--- config.mk ---
export PLATFORM = sky130hd
export DESIGN_NAME = ctrl_seq_monitor_flat
export DESIGN_NICKNAME = d
export VERILOG_FILES = /design/src/rtl/ctrl_seq_monitor_if.sv /design/src/rtl/ctrl_seq_monitor.sv /design/src/flat_wrapper.sv
export SDC_FILE = /design/constraint.sdc
export NUM_CORES = 1
export LEC_CHECK = 0
export CORE_MARGIN = 3
export CORE_UTILIZATION = 26
export DETAILED_ROUTE_END_ITERATION = 7
export GPL_TIMING_DRIVEN = 0
export PLACE_DENSITY_LB_ADDON = 0.3
export SLEW_MARGIN = 5
export SYNTH_ARGS = -nofsm -noshare
export SYNTH_HDL_FRONTEND = slang
export SYNTH_SLANG_ARGS = --single-unit
--- constraint.sdc ---
create_clock -name clk -period 4.65 [get_ports clk]
set_input_delay 1.395 -clock clk [delete_from_list [all_inputs] [get_ports clk]]
set_output_delay 1.395 -clock clk [all_outputs]
set_load 0.02 [all_outputs]
--- src/rtl/ctrl_seq_monitor_if.sv ---
// rtl/ctrl_seq_monitor_if.sv - controller strobe bus shared by the controller and its monitor
interface ctrl_seq_monitor_if;
  logic sel;
  logic rd;
  logic ld_ir;
  logic halt;
  logic inc_pc;
  logic ld_ac;
  logic wr;
  logic ld_pc;
  logic data_e;

  modport master (output sel, rd, ld_ir, halt, inc_pc, ld_ac, wr, ld_pc, data_e);
  modport slave  (input  sel, rd, ld_ir, halt, inc_pc, ld_ac, wr, ld_pc, data_e);
endinterface

--- src/rtl/ctrl_seq_monitor.sv ---
// rtl/ctrl_seq_monitor.sv - passive phase tracker, instruction classifier and checker for the controller strobes
module ctrl_seq_monitor #(
  parameter int CNT_W = 16,
  parameter int ERR_W = 8
) (
  input  logic               clk,
  input  logic               reset,
  ctrl_seq_monitor_if.slave  bus,
  output logic [2:0]         phase,
  output logic               instr_valid,
  output logic [2:0]         instr_class,
  output logic               halted,
  output logic               err,
  output logic [1:0]         err_code,
  output logic [CNT_W-1:0]   instr_count,
  output logic [ERR_W-1:0]   err_count
);

  // Strobe vector order: {sel, rd, ld_ir, halt, inc_pc, ld_ac, wr, ld_pc, data_e}
  localparam logic [8:0] S_SEL  = 9'h100;
  localparam logic [8:0] S_RD   = 9'h080;
  localparam logic [8:0] S_LDIR = 9'h040;
  localparam logic [8:0] S_HALT = 9'h020;
  localparam logic [8:0] S_INC  = 9'h010;
  localparam logic [8:0] S_LDAC = 9'h008;
  localparam logic [8:0] S_WR   = 9'h004;
  localparam logic [8:0] S_LDPC = 9'h002;
  localparam logic [8:0] S_DATA = 9'h001;

  localparam logic [2:0] G_NONE = 3'd0;
  localparam logic [2:0] G_ALU  = 3'd1;
  localparam logic [2:0] G_INC  = 3'd2;
  localparam logic [2:0] G_JMP  = 3'd3;
  localparam logic [2:0] G_STO  = 3'd4;
  localparam logic [2:0] G_BAD  = 3'd7;

  logic [2:0] exp_ph;
  logic       prev_sel;
  logic       bad;
  logic       sig_halt;
  logic       sig_rd5;
  logic [2:0] sig_p6;

  logic [8:0] s;
  logic       sync;
  logic [2:0] cur;
  logic       bad_in;
  logic       fetch_bad;
  logic       exec_bad;
  logic [2:0] p6;
  logic [2:0] p7;
  logic       sig_ok;
  logic [2:0] cls;
  logic       err_now;
  logic [1:0] code_now;
  logic       good;

  always_comb begin
    s = {bus.sel, bus.rd, bus.ld_ir, bus.halt, bus.inc_pc, bus.ld_ac, bus.wr, bus.ld_pc, bus.data_e};
    sync   = bus.sel && !prev_sel && (exp_ph != 3'd0);
    cur    = sync ? 3'd0 : exp_ph;
    bad_in = (cur == 3'd0) ? 1'b0 : bad;
    fetch_bad = 1'b0;
    exec_bad  = 1'b0;
    p6 = G_NONE;
    p7 = G_NONE;
    case (cur)
      3'd0: fetch_bad = (s != S_SEL);
      3'd1: fetch_bad = (s != (S_SEL | S_RD));
      3'd2, 3'd3: fetch_bad = (s != (S_SEL | S_RD | S_LDIR));
      3'd4: exec_bad = ((s & ~S_HALT) != S_INC);
      3'd5: exec_bad = (s != 9'd0) && (s != S_RD);
      3'd6: begin
        case (s)
          9'd0:          p6 = G_NONE;
          S_RD | S_LDAC: p6 = G_ALU;
          S_INC:         p6 = G_INC;
          S_LDPC:        p6 = G_JMP;
          S_DATA:        p6 = G_STO;
          default: begin
            p6 = G_BAD;
            exec_bad = 1'b1;
          end
        endcase
      end
      default: begin
        case (s)
          9'd0:           p7 = G_NONE;
          S_RD | S_LDAC:  p7 = G_ALU;
          S_INC | S_LDPC: p7 = G_JMP;
          S_WR | S_DATA:  p7 = G_STO;
          default: begin
            p7 = G_BAD;
            exec_bad = 1'b1;
          end
        endcase
      end
    endcase

    // The full signature is only known at the phase-7 sample.
    sig_ok = 1'b0;
    cls    = 3'd0;
    if (sig_halt) begin
      sig_ok = !sig_rd5 && (sig_p6 == G_NONE) && (p7 == G_NONE);
      cls    = 3'd5;
    end else if (sig_rd5) begin
      sig_ok = (sig_p6 == G_ALU) && (p7 == G_ALU);
      cls    = 3'd2;
    end else begin
      case ({sig_p6, p7})
        {G_NONE, G_NONE}: begin sig_ok = 1'b1; cls = 3'd0; end
        {G_INC,  G_NONE}: begin sig_ok = 1'b1; cls = 3'd1; end
        {G_STO,  G_STO }: begin sig_ok = 1'b1; cls = 3'd3; end
        {G_JMP,  G_JMP }: begin sig_ok = 1'b1; cls = 3'd4; end
        default:          begin sig_ok = 1'b0; cls = 3'd0; end
      endcase
    end

    err_now  = 1'b0;
    code_now = 2'd0;
    if (sync) begin
      err_now  = 1'b1;
      code_now = 2'd3;
    end else if (!bad_in && fetch_bad) begin
      err_now  = 1'b1;
      code_now = 2'd1;
    end else if (!bad_in && (exec_bad || ((cur == 3'd7) && !sig_ok))) begin
      err_now  = 1'b1;
      code_now = 2'd2;
    end
    good = (cur == 3'd7) && !bad_in && !exec_bad && sig_ok;
  end

  always_ff @(posedge clk) begin
    if (reset) begin
      exp_ph      <= 3'd0;
      prev_sel    <= 1'b0;
      bad         <= 1'b0;
      sig_halt    <= 1'b0;
      sig_rd5     <= 1'b0;
      sig_p6      <= G_NONE;
      phase       <= 3'd0;
      instr_valid <= 1'b0;
      instr_class <= 3'd0;
      halted      <= 1'b0;
      err         <= 1'b0;
      err_code    <= 2'd0;
      instr_count <= '0;
      err_count   <= '0;
    end else begin
      phase    <= cur;
      exp_ph   <= cur + 3'd1;
      prev_sel <= bus.sel;
      // A resync opens a fresh instruction, so its own SYNC report does not taint it.
      bad      <= sync ? 1'b0 : (bad_in | err_now);
      if (cur == 3'd4) begin
        sig_halt <= bus.halt;
        if (bus.halt) halted <= 1'b1;
      end
      if (cur == 3'd5) sig_rd5 <= bus.rd;
      if (cur == 3'd6) sig_p6 <= p6;
      err         <= err_now;
      err_code    <= code_now;
      instr_valid <= good;
      if (good) begin
        instr_class <= cls;
        instr_count <= instr_count + CNT_W'(1);
      end
      if (err_now && (err_count != {ERR_W{1'b1}})) err_count <= err_count + ERR_W'(1);
    end
  end

endmodule

--- src/flat_wrapper.sv ---
// flat-port wrapper written by rule: the top's interface ports become plain ports
module ctrl_seq_monitor_flat 
#(
  parameter int CNT_W = 16,
  parameter int ERR_W = 8
)
  (clk, reset, phase, instr_valid, instr_class, halted, err, err_code, instr_count, err_count, bus_sel, bus_rd, bus_ld_ir, bus_halt, bus_inc_pc, bus_ld_ac, bus_wr, bus_ld_pc, bus_data_e);
  ctrl_seq_monitor_if bus_i ();
  input  logic clk;
  input  logic reset;
  output logic [2:0] phase;
  output logic instr_valid;
  output logic [2:0] instr_class;
  output logic halted;
  output logic err;
  output logic [1:0] err_code;
  output logic [CNT_W-1:0] instr_count;
  output logic [ERR_W-1:0] err_count;
  input wire logic [$bits(bus_i.sel)-1:0] bus_sel;
  input wire logic [$bits(bus_i.rd)-1:0] bus_rd;
  input wire logic [$bits(bus_i.ld_ir)-1:0] bus_ld_ir;
  input wire logic [$bits(bus_i.halt)-1:0] bus_halt;
  input wire logic [$bits(bus_i.inc_pc)-1:0] bus_inc_pc;
  input wire logic [$bits(bus_i.ld_ac)-1:0] bus_ld_ac;
  input wire logic [$bits(bus_i.wr)-1:0] bus_wr;
  input wire logic [$bits(bus_i.ld_pc)-1:0] bus_ld_pc;
  input wire logic [$bits(bus_i.data_e)-1:0] bus_data_e;
  assign bus_i.sel = bus_sel;
  assign bus_i.rd = bus_rd;
  assign bus_i.ld_ir = bus_ld_ir;
  assign bus_i.halt = bus_halt;
  assign bus_i.inc_pc = bus_inc_pc;
  assign bus_i.ld_ac = bus_ld_ac;
  assign bus_i.wr = bus_wr;
  assign bus_i.ld_pc = bus_ld_pc;
  assign bus_i.data_e = bus_data_e;
  ctrl_seq_monitor #(.CNT_W(CNT_W), .ERR_W(ERR_W)) u_core (.clk(clk), .reset(reset), .bus(bus_i), .phase(phase), .instr_valid(instr_valid), .instr_class(instr_class), .halted(halted), .err(err), .err_code(err_code), .instr_count(instr_count), .err_count(err_count));
endmodule
==> results of run 1 <==
## what timing repair did
item                                    4_1_cts  5_1_grt
setup buffers                                 1        1
endpoints found under the setup margin       24       24
gates resized for setup                       6        3
gates cloned                                  0        0
pin swaps                                     1        1
## report_power, final
part / leakage [nW] / internal, mW / switching, mW / total, mW
registers: 0.365 / 0.394 / 0.00744 / 0.402
logic: 0.643 / 0.0432 / 0.0564 / 0.0996
clock network: 0.0542 / 0.134 / 0.130 / 0.264
## flip-flops by register name, summed over array words and instances, names as in the netlist
register            flops
u_core.err_count        8
u_core.phase            3
u_core.sig_halt         1
u_core.prev_sel         1
u_core.err_code         2
u_core.sig_rd5          1
u_core.instr_class      3
u_core.sig_p6           3
u_core.instr_valid      1
u_core.exp_ph           3
u_core.bad              1
u_core.instr_count     16
u_core.err              1
u_core.halted           1
## synth_stat cells, types with 2 or more instances
cell | count | area share (%)
dfxtp_1 | 45 | 38
nor2_1 | 33 | 5.2
a21oi_1 | 26 | 5.5
nand2_1 | 17 | 2.7
nand3_1 | 13 | 2.7
or4_1 | 11 | 3.5
clkbuf_1 | 10 | 1.6
o31ai_1 | 10 | 3.2
or3_1 | 10 | 2.6
inv_1 | 9 | 1.4
o21ai_0 | 9 | 1.9
ha_1 | 8 | 4.2
nor2b_1 | 6 | 1.6
nor3_1 | 6 | 1.3
mux2i_1 | 5 | 2.1
nor4_1 | 5 | 1.3
and2_1 | 4 | 1.1
mux2_2 | 4 | 1.9
a211oi_1 | 3 | 0.95
a31o_2 | 3 | 1.1
a31oi_1 | 3 | 0.79
buf_2 | 3 | 0.63
nand4_1 | 3 | 0.79
nor3b_1 | 3 | 0.95
nor4b_1 | 3 | 1.1
or2_2 | 3 | 0.79
a21o_1 | 2 | 0.63
and3_1 | 2 | 0.53
nand2b_1 | 2 | 0.53
nand3b_1 | 2 | 0.63
o21bai_1 | 2 | 0.63
or3_4 | 2 | 0.95
xnor2_1 | 2 | 0.74
## metrics by stage
step                      setup WS [ns]  instance area [um^2]
after floorplan                  0.4182                  2382
after global placement          -0.8541                  2968
after detailed placement        -0.9456                  2968
after CTS                       0.07207                  3097
after global routing           -0.01161                  3107
final                            0.2532                  3107
## cells in the final DEF (no fill, tap or decap), drive strengths merged, types with 5 or more instances in the layout
cell type and instances:
nor2 34, clkdlybuf4s50 44, buf 6, mux2i 5
a21oi 26, o31ai 10, or3 12, nor2b 6
o21ai 10, nand3 13, or4 12, ha 8
nor3 6, nand2 17, dfxtp 45, nor4 5
inv 9, clkbuf 16
## worst max-delay path, cell delays in order
cell and delay (ns):
clkdlybuf4s15_1 0.29, nand2b_2 0.16, nand2_2 0.13, inv_1 0.08, ha_1 0.26, mux2_2 0.27
and2_1 0.19, or2_2 0.29, o21ai_1 0.22, or3_1 0.14, buf_2 0.16, a31oi_2 0.11
buf_4 0.19, nor4b_1 0.33, mux2_2 0.37
## layout make-up
class	count	share of cell area, %
Multi-Input combinational cell	220	45.31
Sequential cell	45	29.00
Timing Repair Buffer	47	14.98
Tap cell	108	4.350
Clock buffer	7	3.101
Buffer	13	2.014
Inverter	9	1.087
Clock inverter	1	0.1611
## metal layers
metal / up-vias / global-route usage (%)
met2: 61 / 19.47
met5: - / 0
met3: 4 / 2.824
met4: 0 / 1.534
li1: 1169 / -
met1: 1042 / 17.02
## cell families after synthesis
kind of cell / after synthesis / share of synthesized area [%]
flops: 45 / 37.81
fa+ha+maj: 8 / 4.202
compound gates: 70 / 18.65
xor+xnor: 3 / 1.103
buf+inv: 23 / 4.096
mux: 9 / 3.992
simple gates: 130 / 30.15
## worst max path at each step
stage / start / endpoint / slack (ns) / depth (start not counted)
2_1_floorplan: bus_sel / u_core.err_count[5] / 0.42 / 15
4_1_cts: bus_sel / u_core.err_count[5] / 0.07 / 16
6_report: bus_sel / u_core.err_count[5] / 0.25 / 15
3_3_place_gp: bus_sel / u_core.err_count[5] / -0.85 / 16
5_1_grt: bus_sel / u_core.err_count[5] / -0.01 / 16
3_5_place_dp: bus_sel / u_core.err_count[5] / -0.95 / 16
==> metrics.yaml, run 1 <==
status: "complete, no violations"
ys.flop_type: "dfxtp_1"
synth.distinct_cells: 52
htreeDepth: 2
power_leakage_nw: 1.062
crit_arrival_ns: 4.58
worstPathRequired_ns: 4.83
syn_nets: 307
hold_class: "flop to flop"
hpwl_mm: 4.530
ios: 46
cts_tree: "built"
wirelength_mm: 6.080
area_growth_pct: 30.41
r2r_end: "u_core.err_count[5]"
die_area_um2: 10350
final_cells: 450
maxCapViolations: 0
fillers: 911
final_nets: 360
dr_wl_met3_um: 314
total_power_mw: 0.7657
max_freq_mhz: 227.4
drv_slew: 0
highest_layer: "met4"
layout-drive-gt1-share_pct: 10.23
ir_worst_vdd_mv: 0.1211
coreArea_um2: 8806
syn-cell-area_um2: 2382
timing.final.crit_period_ns: 4.397
syn_inst: 288
vias: 2276
whs_endpoint: "u_core.instr_class[1]"
cts_buffer_depth: 2
end_kind: "flop"
syn_area_per_cell_um2: 8.272
finalSetupTns_ns: 0
relSlewSlack_pct: 61.47
fin_crit_sh_pct: 94.56
power_density_nw_per_um2: 246.5
tightest_slew_ns: 0.5726
synth_seq_area_share_pct: 37.82
std_cell_rows: 34
wl_met2_mm: 2.773
globalplace.congestion: 0.8400
min-delay-start: "u_core.instr_class[1]"
hold_depth: 2
path_clk_slew_ns: 0.08
rr_worst_depth: 14
synth_edf_count: 0
first_pass_iters: 5
numCtsBuffers: 5
die_h_um: 101.7
cts_root_buffer: "clkbuf_8"
drt-met1-wl_mm: 2.971
cts.hold.buffers_added: 0
grt_max_degree: 14
port_buffers: 45
clk_latency_ns: 0.29
routedWlPerCell_um: 13.51
dp.cells: 441
seqCellArea_um2: 900.9
ys_ff_latch: 45
ant_nets: 0
clock_sinks: 45
drt_iter0_markers: 93
setup_violations: 0
clock_skew_ns: 0.005653
utilization_pct: 35.28
antennaDiodeCount: 0
die_w_um: 101.7
antenna_found_initial: 0
grt-ovfl-total: 0
start_util_pct: 27.05
synth-async-reset-ratio_pct: 0
grt_pass1_vias: 2152
reg2reg_slack_ns: 1.27
startpoint_type: "input port"
yosysWarnings: 0
r2r_start: "u_core.prev_sel"
viasPerCell: 5.058
drcViolationCount: 0
grt.total_usage_pct: 12.12
hold_viol: 0
multiInputGateArea_um2: 1408
crit_type: "input port to flop"
crit_fanout: 10
grt_pass1_wl_mm: 10.32
holdWs_ns: 0.4679
(Power assumes the default switching activity.)
==> run 2, diff against run 1 <==
Settings changed: CAP_MARGIN from default to 0, SETUP_SLACK_MARGIN from default to 0.5.
==> run 2 against run 1 <==
Effect of this change:
- die area unchanged
- total power down 0.70%
- sequential share of layout area shrank 1.5 points
- critical path depth down 4
- clock skew grew 0.0058 ns
- wire length rose by 7.1%
- sequential power about the same
- worst hold slack better by 0.00064 ns
- global-route usage rose by 1.0 points
- critical endpoint is now u_core.instr_count[15]
==> metrics.yaml, run 2 (synthesis results as in run 1) <==
status: "complete, no violations"
first_pass_iters: 4
final_common_cell: "dfxtp_1"
fin_crit_sh_pct: 85.85
largest_reg_flops: 16
final_nets: 370
grt.total_usage_pct: 13.14
total_power_mw: 0.7603
dp.cells: 441
drv_slew: 0
grt_pass1_vias: 2318
final_cells: 460
power_density_nw_per_um2: 232.2
wirelength_mm: 6.510
end_kind: "flop"
drcViolationCount: 0
reg.largest.list: "u_core.instr_count x16, u_core.err_count x8"
antennaDiodeCount: 0
clock_sinks: 45
critPathLaunch: "bus_halt"
viasPerCell: 5.098
drt_iter0_markers: 69
area_growth_pct: 37.45
numCtsBuffers: 5
die_h_um: 101.7
ir_worst_vdd_mv: 0.1024
cts_root_buffer: "clkbuf_8"
utilization_pct: 37.18
path_clk_slew_ns: 0.09
clk_latency_ns: 0.30
die_w_um: 101.7
hpwl_mm: 4.560
power_leakage_nw: 1.158
rr_worst_depth: 15
antenna_found_initial: 0
grt-ovfl-total: 0
cts_tree: "built"
crit_arrival_ns: 4.23
r2r_end: "u_core.err_count[3]"
relSlewSlack_pct: 62.01
crit_path_end: "u_core.instr_count[15]"
hold_viol: 0
grt_max_degree: 15
globalplace.congestion: 0.8489
reg2reg_slack_ns: 1.53
max_flop_register: "u_core.instr_count"
grt_setup_unrepaired: "no"
coreArea_um2: 8806
min-delay-start: "u_core.instr_class[1]"
layout-drive-gt1-share_pct: 16.48
startpoint_type: "input port"
vias: 2345
max_freq_mhz: 250.5
ant_nets: 0
hold_class: "flop to flop"
cts.hold.buffers_added: 0
setup_violations: 0
ios: 46
htreeDepth: 2
fillers: 903
crit_type: "input port to flop"
start_util_pct: 27.05
timing.final.crit_period_ns: 3.992
port_buffers: 45
die_area_um2: 10350
worstPathRequired_ns: 4.88
grt_pass1_wl_mm: 11.04
std_cell_rows: 34
cts_buffer_depth: 2
layout_common_cells: "dfxtp_1, clkdlybuf4s50_1, nor2_1"
tightest_slew_ns: 0.5698
r2r_start: "u_core.prev_sel"
clock_skew_ns: 0.01148
routedWlPerCell_um: 14.15
crit_fanout: 10
maxCapViolations: 0
run 2: cell types whose count changed in the layout (fill, tap and decap cells not counted), sizes merged:
cell	delta
buf	+9
clkinv	+1
clkdlybuf4s15	-1
clkdlybuf4s50	-5
dlymetal6s2s	+3
clkinvlp	+1
dlygate4sd2	+2
run 2: how the worst min path moves through the flow:
stage / slack, ns / depth (start not counted) / end
3_5_place_dp: 0.46 / 2 / u_core.instr_class[1]
2_1_floorplan: 0.44 / 2 / u_core.bad
5_1_grt: 0.51 / 2 / u_core.instr_class[1]
4_1_cts: 0.48 / 2 / u_core.instr_class[1]
3_3_place_gp: 0.46 / 2 / u_core.bad
6_report: 0.47 / 2 / u_core.instr_class[1]
run 2: layer usage:
| layer | up-vias | global-route usage (%) | part of all wire (%) |
|---|---|---|---|
| met5 | - | 0 | 0 |
| met4 | 0 | 3.783 | 0.40 |
| met2 | 38 | 21.53 | 49 |
| met1 | 1118 | 17.38 | 48 |
| li1 | 1184 | - | - |
| met3 | 5 | 2.824 | 3.5 |
run 2: stage by stage:
stage	hold WS [ns]	instance area [um^2]	TNS, ns	setup slack [ns]
after floorplan	0.4398	2395	0	0.4531
after global placement	0.4581	2980	-10.94	-0.8527
after detailed placement	0.4599	2980	-13.59	-0.9764
after CTS	0.4767	3201	0	0.5012
after global routing	0.5139	3274	0	0.4984
final	0.4685	3274	0	0.6577
run 2: worst max-delay path, cell delays in order:
cell,delay [ns]
dlygate4sd2_1,0.29
or3_4,0.43
or3_4,0.42
nor2_4,0.16
o21ai_4,0.08
or3_1,0.31
buf_4,0.17
a21o_1,0.17
buf_6,0.14
or4_1,0.50
a21oi_1,0.15
run 2: cell type report:
class	instances	area (um^2)	share of cell area, %
Sequential cell	45	900.9	27.51
Timing Repair Buffer	56	535.5	16.35
Multi-Input combinational cell	220	1506	46.01
Clock inverter	3	17.52	0.5350
Tap cell	108	135.1	4.127
Inverter	9	33.78	1.032
Buffer	14	76.32	2.331
Clock buffer	5	68.82	2.102
run 2: timing repair:
| action | in CTS | in global routing |
|---|---|---|
| resized for setup | 23 | 16 |
| pin swaps | 6 | 8 |
| setup endpoints to repair | 32 | 28 |
| buffers inserted | 9 | 2 |
run 2: report_power, final:
group	switching (mW)	internal (mW)	total, mW
combinational	0.0618	0.0533	0.115
clock	0.139	0.104	0.243
sequential	0.00780	0.394	0.402
total	0.209	0.551	0.760
